--- src/rtl/fwd_scoreboard.sv ---
// fwd_scoreboard: ID-stage operand forwarding with load-use / pending-result
// stall detection and a long-latency-unit register scoreboard.
//
// Ports:
//   clk, rst                 clock, synchronous active-high reset
//   id_rs_addr_i [NRD*5]     ID source register addresses (port p at [p*5+:5])
//   rf_raddr_o   [NRD*5]     pass-through of id_rs_addr_i to the register file
//   rf_rdata_i   [NRD*XLEN]  register file read data
//   ex_/mem_/wb_rd_*         destination address / write enable / data per stage
//   ex_is_load_i             EX instruction is a load (data not yet available)
//   mem_data_ok_i            MEM result valid
//   lu_issue_i/lu_issue_rd_i long-latency op accepted, writing rd
//   lu_done_i/lu_done_rd_i   long-latency result on the WB port this cycle
//   lu_kill_i                cancel every outstanding long-latency op
//   rs_data_o    [NRD*XLEN]  forwarded operands (don't-care while stall_o=1)
//   stall_o                  ID must hold (combinational)
//   stall_cnt_o  [CNT_W]     saturating stall-cycle count
//   hang_o                   sticky: stall held HANG_LIMIT consecutive cycles

// Per-read-port forwarding mux and stall decision.
module fwd_port #(
  parameter int XLEN = 64
) (
  input  logic [4:0]      rs_addr_i,
  input  logic [XLEN-1:0] rf_rdata_i,
  input  logic [4:0]      ex_rd_addr_i,
  input  logic            ex_rd_wen_i,
  input  logic [XLEN-1:0] ex_rd_data_i,
  input  logic            ex_is_load_i,
  input  logic [4:0]      mem_rd_addr_i,
  input  logic            mem_rd_wen_i,
  input  logic [XLEN-1:0] mem_rd_data_i,
  input  logic            mem_data_ok_i,
  input  logic [4:0]      wb_rd_addr_i,
  input  logic            wb_rd_wen_i,
  input  logic [XLEN-1:0] wb_rd_data_i,
  input  logic [31:0]     busy_i,
  input  logic            lu_done_i,
  input  logic [4:0]      lu_done_rd_i,
  output logic [XLEN-1:0] rs_data_o,
  output logic            stall_o
);
  logic nz, ex_hit, mem_hit, wb_hit, busy_src, done_hit;

  always_comb begin
    nz       = (rs_addr_i != 5'd0);
    ex_hit   = nz && ex_rd_wen_i  && (ex_rd_addr_i  == rs_addr_i);
    mem_hit  = nz && mem_rd_wen_i && (mem_rd_addr_i == rs_addr_i);
    wb_hit   = nz && wb_rd_wen_i  && (wb_rd_addr_i  == rs_addr_i);
    busy_src = nz && busy_i[rs_addr_i];
    // A pending result retiring this very cycle is taken straight off WB.
    done_hit = busy_src && lu_done_i && (lu_done_rd_i == rs_addr_i);

    rs_data_o = rf_rdata_i;
    stall_o   = 1'b0;
    if (!nz) begin
      rs_data_o = '0;
    end else if (ex_hit) begin
      // A load in EX shadows older stages: MEM is not consulted.
      rs_data_o = ex_rd_data_i;
      stall_o   = ex_is_load_i;
    end else if (mem_hit) begin
      rs_data_o = mem_rd_data_i;
      stall_o   = !mem_data_ok_i;
    end else if (done_hit) begin
      rs_data_o = wb_rd_data_i;
    end else if (busy_src) begin
      // Outstanding long-latency write: any WB hit is stale.
      stall_o   = 1'b1;
    end else if (wb_hit) begin
      rs_data_o = wb_rd_data_i;
    end
  end
endmodule

module fwd_scoreboard #(
  parameter int XLEN       = 64,
  parameter int NRD        = 2,
  parameter int HANG_LIMIT = 1024,
  parameter int CNT_W      = 32
) (
  input  logic                clk,
  input  logic                rst,
  input  logic [NRD*5-1:0]    id_rs_addr_i,
  output logic [NRD*5-1:0]    rf_raddr_o,
  input  logic [NRD*XLEN-1:0] rf_rdata_i,
  input  logic [4:0]          ex_rd_addr_i,
  input  logic                ex_rd_wen_i,
  input  logic [XLEN-1:0]     ex_rd_data_i,
  input  logic                ex_is_load_i,
  input  logic [4:0]          mem_rd_addr_i,
  input  logic                mem_rd_wen_i,
  input  logic [XLEN-1:0]     mem_rd_data_i,
  input  logic                mem_data_ok_i,
  input  logic [4:0]          wb_rd_addr_i,
  input  logic                wb_rd_wen_i,
  input  logic [XLEN-1:0]     wb_rd_data_i,
  input  logic                lu_issue_i,
  input  logic [4:0]          lu_issue_rd_i,
  input  logic                lu_done_i,
  input  logic [4:0]          lu_done_rd_i,
  input  logic                lu_kill_i,
  output logic [NRD*XLEN-1:0] rs_data_o,
  output logic                stall_o,
  output logic [CNT_W-1:0]    stall_cnt_o,
  output logic                hang_o
);
  localparam int RUN_W = $clog2(HANG_LIMIT);
  localparam logic [RUN_W-1:0] RUN_LIM = RUN_W'(HANG_LIMIT - 1);

  logic [31:0]      busy_q, busy_d;
  logic [CNT_W-1:0] stall_cnt_q, stall_cnt_d;
  logic [RUN_W-1:0] run_q, run_d;
  logic             hang_q, hang_d;
  logic [NRD-1:0]   stall_p;

  assign rf_raddr_o = id_rs_addr_i;

  for (genvar p = 0; p < NRD; p++) begin : g_port
    fwd_port #(.XLEN(XLEN)) u_port (
      .rs_addr_i     (id_rs_addr_i[p*5+:5]),
      .rf_rdata_i    (rf_rdata_i[p*XLEN+:XLEN]),
      .ex_rd_addr_i  (ex_rd_addr_i),
      .ex_rd_wen_i   (ex_rd_wen_i),
      .ex_rd_data_i  (ex_rd_data_i),
      .ex_is_load_i  (ex_is_load_i),
      .mem_rd_addr_i (mem_rd_addr_i),
      .mem_rd_wen_i  (mem_rd_wen_i),
      .mem_rd_data_i (mem_rd_data_i),
      .mem_data_ok_i (mem_data_ok_i),
      .wb_rd_addr_i  (wb_rd_addr_i),
      .wb_rd_wen_i   (wb_rd_wen_i),
      .wb_rd_data_i  (wb_rd_data_i),
      .busy_i        (busy_q),
      .lu_done_i     (lu_done_i),
      .lu_done_rd_i  (lu_done_rd_i),
      .rs_data_o     (rs_data_o[p*XLEN+:XLEN]),
      .stall_o       (stall_p[p])
    );
  end

  assign stall_o     = |stall_p;
  assign stall_cnt_o = stall_cnt_q;
  assign hang_o      = hang_q;

  always_comb begin
    busy_d = busy_q;
    if (lu_kill_i) begin
      busy_d = '0;
    end else begin
      // Clear before set so a same-register issue re-claims the entry.
      if (lu_done_i)  busy_d[lu_done_rd_i]  = 1'b0;
      if (lu_issue_i) busy_d[lu_issue_rd_i] = 1'b1;
    end
    busy_d[0] = 1'b0;

    stall_cnt_d = stall_cnt_q;
    if (stall_o && (stall_cnt_q != {CNT_W{1'b1}})) stall_cnt_d = stall_cnt_q + 1'b1;

    // Run counter parks at the limit; hang is sticky so it never needs to wrap.
    run_d = '0;
    if (stall_o) run_d = (run_q == RUN_LIM) ? run_q : run_q + 1'b1;

    hang_d = hang_q | (stall_o && (run_q == RUN_LIM));
  end

  always_ff @(posedge clk) begin
    if (rst) begin
      busy_q      <= '0;
      stall_cnt_q <= '0;
      run_q       <= '0;
      hang_q      <= 1'b0;
    end else begin
      busy_q      <= busy_d;
      stall_cnt_q <= stall_cnt_d;
      run_q       <= run_d;
      hang_q      <= hang_d;
    end
  end
endmodule

--- config.mk ---
export PLATFORM = sky130hd
export DESIGN_NAME = fwd_scoreboard
export DESIGN_NICKNAME = d
export VERILOG_FILES = /design/src/rtl/fwd_scoreboard.sv
export SDC_FILE = /design/constraint.sdc
export NUM_CORES = 1
export LEC_CHECK = 0
export CAP_MARGIN = 20
export CORE_AREA = 5 5 203 205
export DETAILED_ROUTE_END_ITERATION = 6
export DIE_AREA = 0 0 208 210
export SETUP_SLACK_MARGIN = 0.15
export SLEW_MARGIN = 20
export SYNTH_ARGS = -nofsm -noshare
export SYNTH_HDL_FRONTEND = slang
export SYNTH_SLANG_ARGS = --single-unit
--- constraint.sdc ---
create_clock -name clk -period 3.8 [get_ports clk]
set_input_delay 0.95 -clock clk [delete_from_list [all_inputs] [get_ports clk]]
set_output_delay 0.95 -clock clk [all_outputs]
set_load 0.005 [all_outputs]
-- Yosys cells after proc, flatten, opt, wreduce, memory -nomap -nowiden
Index checks and enable logic that the tools add are counted.
- register bits: 75
- latch bits: 0
- bits in writable memories: 0
- bits in read-only memories: 0
- bits of input ports: 365
- output and inout bits: 172
- word-level logic and storage cells: 89
- memories: 0
- $add $sub $neg: 2
- multipliers: 0
- divide/modulo/power cells: 0
- order comparisons: 6
- equality and inequality tests: 10
- shift operators: 0
- mux-type cells: 33
- bitwise gates (word level): 5
- reduce and logical (&&, ||, !) cells: 28
- operators by type and width (kind ; count):
    64-bit 2-to-1 mux ; 12
    32-bit 2-to-1 mux ; 3
    5-bit equality test ; 8
    32-bit by 1-bit adder with 32-bit output (second input constant) ; 1
    32-bit bitwise AND ; 1
    32-bit != test (second input constant) ; 1
    32-bit NOT ; 1
    32-bit bitwise OR ; 1
    5-bit by 6-bit < comparator with 1-bit output (second input constant) ; 4
    1-bit logical AND ; 22
    1-bit 2-to-1 mux ; 14
    10-bit by 1-bit adder with 10-bit output (second input constant) ; 1
    1-bit binary-select mux with 5-bit select ; 2
    1-bit demux with 5-bit select ; 2
    10-bit equality test (second input constant) ; 1
    5-bit by 1-bit >= comparator with 1-bit output (second input constant) ; 2
    5-bit nonzero test ; 2
    2-bit OR reduction ; 3
    1-bit zero test ; 1
    1-bit NOT ; 1
    1-bit bitwise OR ; 1

-- Logic depth before layout (Yosys ltp)
- word-level depth: 12
- depth in mapped cells: 13
- gate-level depth less buffers: 9

-- Modules after synthesis
Synthesis repeated with hierarchy kept, for this count alone.
- cell total of the unflattened synthesis: 1321
- area total of the unflattened synthesis: 9302.7 um^2
- modules (own cells, without submodules) (module ; times used ; cells an instance ; area an instance (um^2) ; sequential area each (um^2)):
    fwd_port ; 2 ; 446 ; 2905.3 ; 0.0
    fwd_scoreboard ; 1 ; 429 ; 3492.1 ; 1481.4

-- Worst setup path after synthesis
OpenSTA, ideal clock, no wires.
- path kind: input port to output port
- start point: input id_rs_addr_i[0]
- end point: output rs_data_o[10]
- data arrival time: 3075 ps
- required time: 2850 ps
- path slack: -225 ps
- cell stages on the path: 12
- buffers on the path: 4
- path through: buf_6 > buf_6 > mux4_2 > nand4b_1 > nand4_1 > nor4_2 > nand2_1 > o21ai_0 > buf_2 > buf_2 > mux2i_1 > o21ai_0
- word-level cells in the longest chain between the ends: 9
- elaborated cells between the ends (all ways): 22
- classes of those cells: eq/ne: 4; mux: 8; reduce/logical: 10
- ends and longest elaborated chain (element ; RTL line ; text):
    start, declared ; 84 ; input logic [NRD*5-1:0] id_rs_addr_i,
    1-bit binary-select mux with 5-bit select / 5-bit nonzero test (equally long branches) ; 50, 46 ;
    1-bit 2-to-1 mux (implied by the code) / 1-bit logical AND (equally long branches) ; 50, 49 ;
    1-bit logical AND, on equally long branches ; 50, 49 ;
    1-bit logical AND / 64-bit 2-to-1 mux (equally long branches) ; 52, 70 ;
    1-bit logical AND / 64-bit 2-to-1 mux (equally long branches) ; 52, 67 ;
    64-bit 2-to-1 mux ; 65 ; end else if (done_hit) begin
    64-bit 2-to-1 mux ; 62 ; end else if (mem_hit) begin
    64-bit 2-to-1 mux ; 58 ; end else if (ex_hit) begin
    64-bit 2-to-1 mux * ; 56 ; if (!nz) begin
    end, declared ; 103 ; output logic [NRD*XLEN-1:0] rs_data_o,
Every way passes the cells marked *; elsewhere a longest branch is shown, timed or not. The select of a mux whose other input is x is not followed.

-- Final worst setup path
- start point: input id_rs_addr_i[0]
- end point: output rs_data_o[48]
The elaborated chain is that of the path after synthesis.

==> impl_metrics.toml <==
[outcome]
status = "finished with violations"
violations = "setup timing"

[logic_synthesis]
syn-cell-area_um2 = 7980
synth_most_common_cell = "o21ai_0"
synthTopCellsByCount = "o21ai_0 (163), mux2i_1 (134), a22oi_1 (130), dfxtp_1 (74), nand2_1 (60)"
yosysWarnings = 0
synthesis.nets = 1377
yosys_register_bits = 74
synth_top_area_cell = "dfxtp_1"
synthCells = 1010
avgSynthCellArea_um2 = 7.90
synth_edf_count = 0
synth_flop_cell = "dfxtp_1"
yosysTopAreaCellShare_pct = 18.6
synth_cell_types = 57
yosysSeqAreaShare_pct = 18.6
ys_async_sr_fraction_pct = 0
synth.area.top_cells = "dfxtp_1 (19%), mux2i_1 (17%), a22oi_1 (12%)"

[global_routing]
grt_first_pass_wirelength_um = 83300
grt_pass1_vias = 11100
grt_max_degree = 56
antenna_found_initial = 32
grt.total_usage_pct = 25.6
gr-total-overflow = 0

[place]
port_buffers = 536
place_congestion = 0.994
dp_hpwl_um = 47700

[worst_hold_path]
hp-class = "reg2reg"

[setup_path]
criticalPathCategory = "in2out"
r2r_setup_slack_ps = 830
cp.arrival_ps = 3570
cpPeakStageDelay_ps = 520
end_kind = "output pin"
cp_slowest_cell = "mux4_2"
cp_data_required_time_ps = 2850
start_kind = "primary input"
path_cells = "buf_8 -> buf_12 -> mux4_2 -> nand4b_1 -> nand4_1 -> nor4_4 -> buf_4 -> o21ai_4 -> buf_12 -> buf_12 -> buf_16 -> mux2i_4 -> o21ai_1 -> dlygate4sd2_1"
crit_family = "buffers and inverters"
crit_top_cell = "buf_12"
cp_max_fo = 7
worst-path-buf-inv = 7

[power_and_ir_drop]
p_leak_nw = 6.02
ir_drop_v = 0.000218
power_density_nw_per_um2 = 182

[timing]
fmaxAchievable_mhz = 221
report.final.hold_viol_count = 0
finalClockSkew_ps = 12.9
setup_viol = 129
post-route-period-util_pct = 119
fin_ws_ps = -722
min_period_ps = 4520
drv_slew = 0
holdWs_ps = 488
rsz0062_at_grt = "yes"
tightest_slew_ps = 733
slew_headroom_pct = 51.0

[clock_tree]
clk_pin_slew_worst_paths_ps = 60
root_buffer = "clkbuf_16"
cts.htree.levels = 3
clk_path_buf_depth = 2
cts_tree = "done"
cts_made_buffers = 9
insertion_delay_ps = 340
clock_sinks = 74

[routing]
first_iter_violations = 932
antenna_left = 0
drcViolationCount = 0
drt-total-wl_um = 61500
first_pass_iters = 6
avgViaCountPerCell = 5.16
vias = 11600
drt-wirelength-per-cell_um = 27.4

[finish]
syn_to_final_growth_pct = 114
finalNetCount = 2066
postLayoutCoreUtil_pct = 43.4
drive_gt1_share_pct = 31.4
fillers = 3927

[floorplanning]
die-area_um2 = 43700
initial_core_util_pct = 20.3
io_pins = 537
rows = 73
fp.dieH_um = 210
coreArea_um2 = 39300
die_w_um = 208

[flow_run]
cap_violations = 0
layout make-up:
cell class | instances | area [um^2] | share of cell area [%]
Antenna cell | 12 | 30.0 | 0.176
Clock buffer | 11 | 243 | 1.42
Clock inverter | 4 | 76.3 | 0.448
Inverter | 4 | 17.5 | 0.103
Multi-Input combinational cell | 829 | 6600 | 38.7
Sequential cell | 74 | 1480 | 8.69
Tap cell | 525 | 657 | 3.85
Timing Repair Buffer | 781 | 7950 | 46.6
per-layer routing:
metal	global-route usage, %	vias up	routed length, um
met5	0	-	253
met4	9.15	38	2560
met3	10.8	114	6200
met2	41.5	561	28600
met1	30.6	5569	23900
li1	-	5275	-
power by group:
| group | total, mW | switching [mW] | internal, mW |
|---|---|---|---|
| clock network | 0.938 | 0.347 | 0.591 |
| registers | 0.785 | 0.00523 | 0.780 |
| logic | 1.38 | 0.601 | 0.783 |
registers in the layout, indices dropped and copies added (netlist names):
name / flops
run_q: 10
hang_o: 1
busy_q: 31
stall_cnt_o: 32
worst reg2reg max path: stages, from the launching register on:
cell and delay [ps]:
dfxtp_1 340, mux4_2 500, nand4b_1 110, nand4_1 150
nor4_4 300, buf_4 190, buf_4 100, nor2_1 50
nor4b_4 220, buf_6 180, buf_6 150, clkbuf_16 160
buf_6 100, nor3_4 30, mux2_4 290
kinds of logic (layout without fill, tap and decap cells):
| family | Yosys count | count (layout) | synth area share [%] |
|---|---|---|---|
| AOI/OAI and AO/OA | 383 | 383 | 29.7 |
| buffers and inverters | 107 | 800 | 6.81 |
| muxes | 158 | 158 | 22.4 |
| other | 0 | 12 | 0 |
| xor gates and xnor gates | 47 | 47 | 5.16 |
| and+or+nand+nor | 239 | 239 | 17.0 |
| adders and majority gates | 2 | 2 | 0.314 |
| DFF | 74 | 74 | 18.6 |
metrics by stage:
| stage | cells | worst slack [ps] | total power [mW] | area [um^2] | setup TNS [ps] |
|---|---|---|---|---|---|
| 2_1_floorplan | 1010 | -74.5 | 1.16 | 8120 | -4220 |
| 3_3_place_gp | 2084 | -1640 | 2.08 | 14800 | -190000 |
| 3_5_place_dp | 2084 | -1640 | 2.08 | 14800 | -192200 |
| 4_1_cts | 2198 | -723 | 3.04 | 16300 | -58310 |
| 5_1_grt | 2234 | -800 | 3.22 | 17000 | -75090 |
| 6_report | 2240 | -722 | 3.11 | 17000 | -62640 |
cell usage in the layout, fill, tap and decap left out, types with 7 or more instances in the layout:
cell / instances
diode_2: 12
nor2_1: 28
clkbuf_16: 12
buf_4: 112
nand3b_1: 9
o31ai_2: 7
nand3_1: 22
o21ai_0: 32
nand4_1: 14
buf_6: 73
a22oi_2: 10
buf_12: 46
xnor2_1: 20
mux4_2: 13
mux2i_1: 118
clkdlybuf4s50_1: 386
and3_1: 13
or4_4: 14
o31ai_1: 8
buf_2: 112
nor2b_1: 12
nand2_1: 57
buf_16: 16
o21ai_2: 10
dlygate4sd2_1: 16
nor3_4: 9
o21ai_1: 120
mux2i_2: 11
a21oi_1: 40
buf_8: 13
mux2_4: 9
xor2_1: 24
a21oi_2: 16
a22oi_1: 120
dfxtp_1: 74
worst paths after layout:
check / cells past startpoint / end / start
max reg2reg: 14 / stall_cnt_o[20] / busy_q[29]
min: 1 / hang_o / hang_o
min reg2reg: 1 / hang_o / hang_o
max: 14 / rs_data_o[48] / id_rs_addr_i[0]
what timing repair did:
item,in CTS,in global routing
cloned,14,4
endpoints found under the setup margin,172,153
pin swaps,61,87
hold endpoints to repair,0,0
hold buffers,0,0
setup buffers,85,26
resized for setup,748,103
No activity file was read; power rests on OpenSTA's default activity.
